## src/rtl/ring_meter_sched.sv

```systemverilog
// Round-robin gated edge counter shared across ring-oscillator inputs; one channel per window.
// Optional channel masking is enabled by defining RING_METER_MASK_EN (adds chan_mask input).
module ring_meter_sched #(
  parameter int CHANNELS    = 4,
  parameter int GATE_CYCLES = 100,
  parameter int CNT_W       = 16
) (
  input  logic                        clk,
  input  logic                        rst,
  input  logic [CHANNELS-1:0]         ring_in,
`ifdef RING_METER_MASK_EN
  input  logic [CHANNELS-1:0]         chan_mask,
`endif
  input  logic                        run,
  output logic                        result_valid,
  input  logic                        result_ready,
  output logic [$clog2(CHANNELS)-1:0] result_chan,
  output logic [CNT_W-1:0]            result_value,
  output logic                        result_ovf,
  output logic                        busy
);

  localparam int CW = $clog2(CHANNELS);
  localparam int GW = $clog2(GATE_CYCLES + 1);
  localparam logic [CNT_W-1:0] CNT_MAX = '1;

  typedef enum logic [1:0] {IDLE, GATE, HOLD} state_t;

  state_t              state, state_nxt;
  logic [CHANNELS-1:0] sync1, sync2, sync3, pulse;
  logic [CHANNELS-1:0] enabled;
  logic [CW-1:0]       sel, next_sel;
  logic                next_found;
  logic [CW:0]         cand;
  logic [GW-1:0]       gate_cnt;
  logic [CNT_W-1:0]    edge_cnt, cnt_nxt;
  logic                edge_ovf, ovf_nxt;
  logic                cur_pulse;
  logic                win_start, win_done;

`ifdef RING_METER_MASK_EN
  assign enabled = chan_mask;
`else
  assign enabled = '1;
`endif

  // Per-channel synchronizer plus registered rising-edge detect: 3 cycles input to pulse.
  always_ff @(posedge clk) begin
    if (rst) begin
      sync1 <= '0;
      sync2 <= '0;
      sync3 <= '0;
      pulse <= '0;
    end else begin
      sync1 <= ring_in;
      sync2 <= sync1;
      sync3 <= sync2;
      pulse <= sync2 & ~sync3;
    end
  end

  // First enabled channel strictly after sel, wrapping; sel resets to the last channel
  // so the first search starts at channel 0.
  always_comb begin
    next_sel   = '0;
    next_found = 1'b0;
    cand       = '0;
    for (int i = 1; i <= CHANNELS; i++) begin
      cand = {1'b0, sel} + (CW+1)'(i);
      if (cand >= (CW+1)'(CHANNELS))
        cand = cand - (CW+1)'(CHANNELS);
      if (!next_found && enabled[cand[CW-1:0]]) begin
        next_found = 1'b1;
        next_sel   = cand[CW-1:0];
      end
    end
  end

  // Overflow means an edge arrived while the counter was already at its maximum.
  assign cur_pulse = pulse[sel];

  always_comb begin
    cnt_nxt = edge_cnt;
    ovf_nxt = edge_ovf;
    if (cur_pulse) begin
      if (edge_cnt == CNT_MAX)
        ovf_nxt = 1'b1;
      else
        cnt_nxt = edge_cnt + CNT_W'(1);
    end
  end

  always_ff @(posedge clk) begin
    if (rst)
      state <= IDLE;
    else
      state <= state_nxt;
  end

  always_comb begin
    state_nxt = state;
    case (state)
      IDLE: if (run && next_found) state_nxt = GATE;
      GATE: if (gate_cnt == GW'(1)) state_nxt = HOLD;
      HOLD: if (result_ready) state_nxt = (run && next_found) ? GATE : IDLE;
      default: state_nxt = IDLE;
    endcase
  end

  always_comb begin
    result_valid = (state == HOLD);
    busy         = (state != IDLE);
    win_start    = (state != GATE) && (state_nxt == GATE);
    win_done     = (state == GATE) && (gate_cnt == GW'(1));
  end

  always_ff @(posedge clk) begin
    if (rst) begin
      sel          <= CW'(CHANNELS - 1);
      gate_cnt     <= '0;
      edge_cnt     <= '0;
      edge_ovf     <= 1'b0;
      result_chan  <= '0;
      result_value <= '0;
      result_ovf   <= 1'b0;
    end else begin
      if (win_start) begin
        sel      <= next_sel;
        gate_cnt <= GW'(GATE_CYCLES);
        edge_cnt <= '0;
        edge_ovf <= 1'b0;
      end else if (state == GATE) begin
        gate_cnt <= gate_cnt - GW'(1);
        edge_cnt <= cnt_nxt;
        edge_ovf <= ovf_nxt;
      end
      if (win_done) begin
        result_value <= cnt_nxt;
        result_ovf   <= ovf_nxt;
        result_chan  <= sel;
      end
    end
  end

endmodule
```

## config.mk

```make
export PLATFORM = sky130hd
export DESIGN_NAME = ring_meter_sched
export DESIGN_NICKNAME = d
export VERILOG_FILES = /design/src/rtl/ring_meter_sched.sv
export SDC_FILE = /design/constraint.sdc
export NUM_CORES = 1
export LEC_CHECK = 0
export ABC_CLOCK_PERIOD_IN_PS = 2500
export BUFFER_PORTS_ARGS = -buffer_cell sky130_fd_sc_hd__clkbuf_2
export CAP_MARGIN = 20
export CORE_MARGIN = 5
export CORE_UTILIZATION = 50
export CTS_CLUSTER_DIAMETER = 60
export DETAILED_ROUTE_END_ITERATION = 7
export GPL_ROUTABILITY_DRIVEN = 0
export HOLD_SLACK_MARGIN = 0.08
export PLACE_DENSITY_LB_ADDON = 0.25
export SLEW_MARGIN = 20
export SYNTH_ARGS = -nofsm -noshare
export SYNTH_HDL_FRONTEND = slang
export SYNTH_SLANG_ARGS = --single-unit
```

## constraint.sdc

```tcl
create_clock -name clk -period 2.5 [get_ports clk]
set_input_delay 0.5 -clock clk [delete_from_list [all_inputs] [get_ports clk]]
set_output_delay 0.5 -clock clk [all_outputs]
set_load 0.1 [all_outputs]
```

[Word-level counts from Yosys, hierarchy flattened]
Cells that the tools add are included.
Word-level totals
  register bits: 63
  input port bits: 8
  output and inout port bits: 21
  logic and storage cells: 86
Operators by class
  add/sub/neg operators: 10
  magnitude comparators: 9
  equal/unequal tests: 6
  muxes and demuxes: 33
  bitwise logic cells: 2
  reductions and logical operators: 13
Operators by type and width (count)
  $mux 16: 2
  $mux 2: 11
  $add 16x1->16 const B: 1
  $eq 16x16->1 const B: 1
  $lt 2x3->1 const B: 5
  $mux 7: 2
  $ge 3x3->1 const B: 4
  $mux 1: 12
  $bmux 1 s2: 5
  $sub 2x1->2 const B: 4
  $eq 7x1->1 const B: 1
  $sub 7x1->7 const B: 1
  $add 2x2->3 const B: 2
  $logic_and 1x1->1: 6
  $pmux 2 s3: 1
  $and 4x4->4: 1
  $eq 2x1->1 const B: 2
  $not 4->4: 1
  $reduce_bool 2->1: 2
  $add 2x1->3 const B: 1
  $add 2x3->3 const B: 1
  $logic_not 1->1: 3
  $eq 2x2->1 const B: 1
  $logic_not 2->1: 1
  2 further kinds: 2

[Depth between registers and ports, before layout]
  word-level depth: 22
  gate-level depth with buffers: 8
  depth with buffers taken out: 7

[Worst setup path after synthesis]
Ideal clock, no wire load.
  path type: reg-to-output
  start point: register state[1]
  end point: output result_valid
  arrival time: 1.752 ns
  data required time: 2.000 ns
  slack: 0.248 ns
  cell stages (with the launch flop): 2
  buffers on the path: 0
  path through: dfxtp_1 nor2b_1
On the way
  cells in the longest elaborated chain, start to end: 1
RTL lines
  from (decl): line 29  | state_t state, state_nxt;
  from (signal assigned): line 97  | state <= state_nxt;
  $eq 2x2->1: line 111  | result_valid = (state == HOLD);
  to (decl): line 15  | output logic result_valid,
No other way between the ends.

[Final worst setup path]
  start point: register edge_cnt[0]
  end point: register result_value[9]
On the way
  cells in the longest elaborated chain, start to end: 3
  elaborated cells on any way between the ends: 4
  those cells by class: add/sub: 1; eq/ne: 1; mux: 2
RTL lines
  from (decl): line 36  | logic [CNT_W-1:0] edge_cnt, cnt_nxt;
  from (signal assigned): line 134  | edge_cnt <= cnt_nxt;
  $add 16x1->16 or $eq 16x16->1 (tied branches): line 89, 86
  $mux 16 (*): line 86  | if (edge_cnt == CNT_MAX)
  $mux 16 (*): line 85  | if (cur_pulse) begin
  to (signal assigned): line 138  | result_value <= cnt_nxt;
  to (decl): line 18  | output logic [CNT_W-1:0] result_value,
Every way passes the cells marked *; elsewhere a longest branch is shown, timed or not.
A chain may end at the register's enable or synchronous reset.

==> results.json <==
{
  "seq_area_sq_mm": 0.00126,
  "num_vias": 2208,
  "drc": 0,
  "ir_drop_mv": 0.377,
  "numClockSinks": 63,
  "syn_area_per_cell_sq_um": 8.98,
  "avgViaCountPerCell": 5.31,
  "coreArea_sq_mm": 0.00547,
  "setup_viol": 0,
  "post-route-period-util": 0.870,
  "min_path_type": "input port to flop",
  "ys_ff_latch": 63,
  "finalWorstSetupSlack_ps": 325,
  "synth_most_common_cell": "dfxtp_1",
  "area_growth_pct": 14.2,
  "cts_setup_buffers": 0,
  "drive_above_1_share": 0.186,
  "clk_path_buf_depth": 2,
  "cp.required_ps": 2700,
  "path_clk_slew_ps": 70,
  "cts_tree": "built",
  "root_buffer": "clkbuf_8",
  "syn_nets": 323,
  "overflow": 0,
  "grt_pass1_vias": 2055,
  "netlist_area_sq_mm": 0.00280,
  "async_reset_ff_frac": 0,
  "nNetsFinal": 350,
  "fin_tns_setup_ps": 0,
  "htreeDepth": 3,
  "p_sw_uw": 554,
  "initial_core_util": 0.512,
  "pwr-share-clk": 0.426,
  "fin_crit_ps": 2180,
  "internal_power_uw": 1660,
  "switching_share": 0.250,
  "antenna_found_initial": 0,
  "multiInputGateArea_sq_mm": 0.00143,
  "hold_buffers": 0,
  "power_per_cell_area_mw_per_mm2": 692,
  "rsz0062_at_grt": "no",
  "cap_viol_max_count": 0,
  "pre_cts_ws_ps": 348,
  "port-buffer-count": 28,
  "cts_resized": 0,
  "p_comb_frac": 0.095,
  "hold_viol_final": 0,
  "fin_skew_ps": 5.97,
  "yosysUniqueCellTypes": 46,
  "ant_nets": 0,
  "die_h_um": 84.9,
  "num_rows": 27,
  "fillers": 525,
  "synth_ff_type": "dfxtp_1",
  "routed_wl_um": 5480,
  "synth_common_cells": "63 x dfxtp_1, 47 x nor2_1, 26 x nand2_1",
  "fmax_mhz": 460,
  "wl_per_cell_um": 13.2,
  "grt.total_usage": 0.164,
  "worstPathArrival_ps": 2370,
  "leakage_uw": 0.00115,
  "worst_setup_path_end_kind": "flop",
  "crit_path_start_kind": "flop",
  "rrSetupSlack_ps": 320,
  "die_area_sq_mm": 0.00720,
  "final_max_slew_viol_count": 0,
  "crit_type": "flop to flop",
  "drt_iter0_markers": 147,
  "place_hpwl_um": 3880,
  "yosys.area.top_type": "dfxtp_1",
  "synth_seq_area_share": 0.450,
  "sequentialPowerShare": 0.479,
  "grt_max_degree": 40,
  "synth-edff-count": 0,
  "slew_headroom": 0.625,
  "clock_latency_ps": 330,
  "die_w_um": 84.9,
  "cp_max_fo": 15,
  "synth_warnings": 0,
  "grt_pass1_wl_um": 9580,
  "outcome": "completed",
  "worst_pin_slew_ps": 557,
  "dr.pass1.iters": 4,
  "ys_top_cells_by_area": "dfxtp_1 45%, nor2_1 6.3%, xor2_1 4.7%",
  "finalHoldWorstSlack_ps": 374,
  "yosysTopAreaCellShare": 0.450,
  "numCtsBuffers": 9,
  "netlist_instances": 312,
  "io_pins": 29,
  "diodes": 0
}
==> kinds of logic after synthesis <==
kind of cell,count (synthesis),synth area share
simple gates,151,0.278
flops,63,0.450
compound gates,45,0.127
buf+inv,23,0.0397
xor+xnor,22,0.0688
mux,5,0.0232
fa+ha+maj,3,0.0134
==> cell usage in the layout, fill, tap and decap left out, types with 3 or more instances in the layout <==
cell	netlist	routed
nor4_1	4	4
dfxtp_1	63	63
inv_1	4	4
nand2_1	26	26
a311oi_1	6	6
nor2b_1	19	19
or2_2	3	3
a21oi_1	10	10
o21ai_0	3	3
nor2_1	47	47
a211oi_1	10	10
ha_1	3	3
or3_1	3	3
xnor2_1	7	7
buf_4	0	7
xor2_1	15	15
clkbuf_2	0	28
nand3_1	16	16
nor3_1	11	11
clkbuf_8	0	9
nand4_1	6	6
nand2b_1	3	3
==> metal layers <==
metal / vias up / routed length [um] / GRT usage
li1: 1154 / - / -
met1: 1003 / 2720 / 0.225
met2: 39 / 2450 / 0.251
met3: 12 / 207 / 0.0359
met4: 0 / 95 / 0.0676
met5: - / 0 / 0
==> final timing paths <==
kind / cells past startpoint / startpoint / to
max: 6 / edge_cnt[0] / result_value[9]
min reg2reg: 1 / sync3[2] / pulse[2]
min: 2 / ring_in[3] / sync1[3]
max reg2reg: 6 / edge_cnt[0] / result_value[9]
==> state kept, by name, indices dropped and copies added (netlist names) <==
signal and count:
pulse 4, state 2, sync1 4, result_chan 2, sync3 4, gate_cnt 7
result_ovf 1, result_value 16, sync2 4, edge_cnt 16, edge_ovf 1, sel 2
==> through the flow <==
stage | cell area [sq um] | total power (uW) | utilization | std cells
after floorplan | 2800 | 1250 | - | 312
after global placement | 2990 | 1290 | 0.546 | 400
after detailed placement | 2990 | 1290 | 0.546 | 400
after CTS | 3200 | 2230 | 0.585 | 416
after global routing | 3200 | 2310 | 0.585 | 416
final | 3200 | 2220 | 0.585 | 416
==> power by group through the flow <==
stage	logic, uW	clock network [uW]	registers [uW]
floorplan	133	0	1120
global placement	206	0	1080
detailed placement	211	0	1080
CTS	212	961	1060
global route	229	1010	1070
finish	210	944	1060
==> worst max-delay path, stage by stage, from the launching register on <==
cell and delay, ps:
dfxtp_1 450, ha_1 350, nand3_1 270, o41a_4 580, nand2_1 100, xor2_1 200
a211oi_1 100
==> cell type report <==
cell class,count,share of cell area
inverters,4,0.00469
clock buffers,10,0.0399
repair buffers,35,0.0602
multi-input cells,226,0.447
flip-flops and latches,63,0.394
well taps,72,0.0281
clock inverters,6,0.0266
Power figures use the tool's default switching activity.
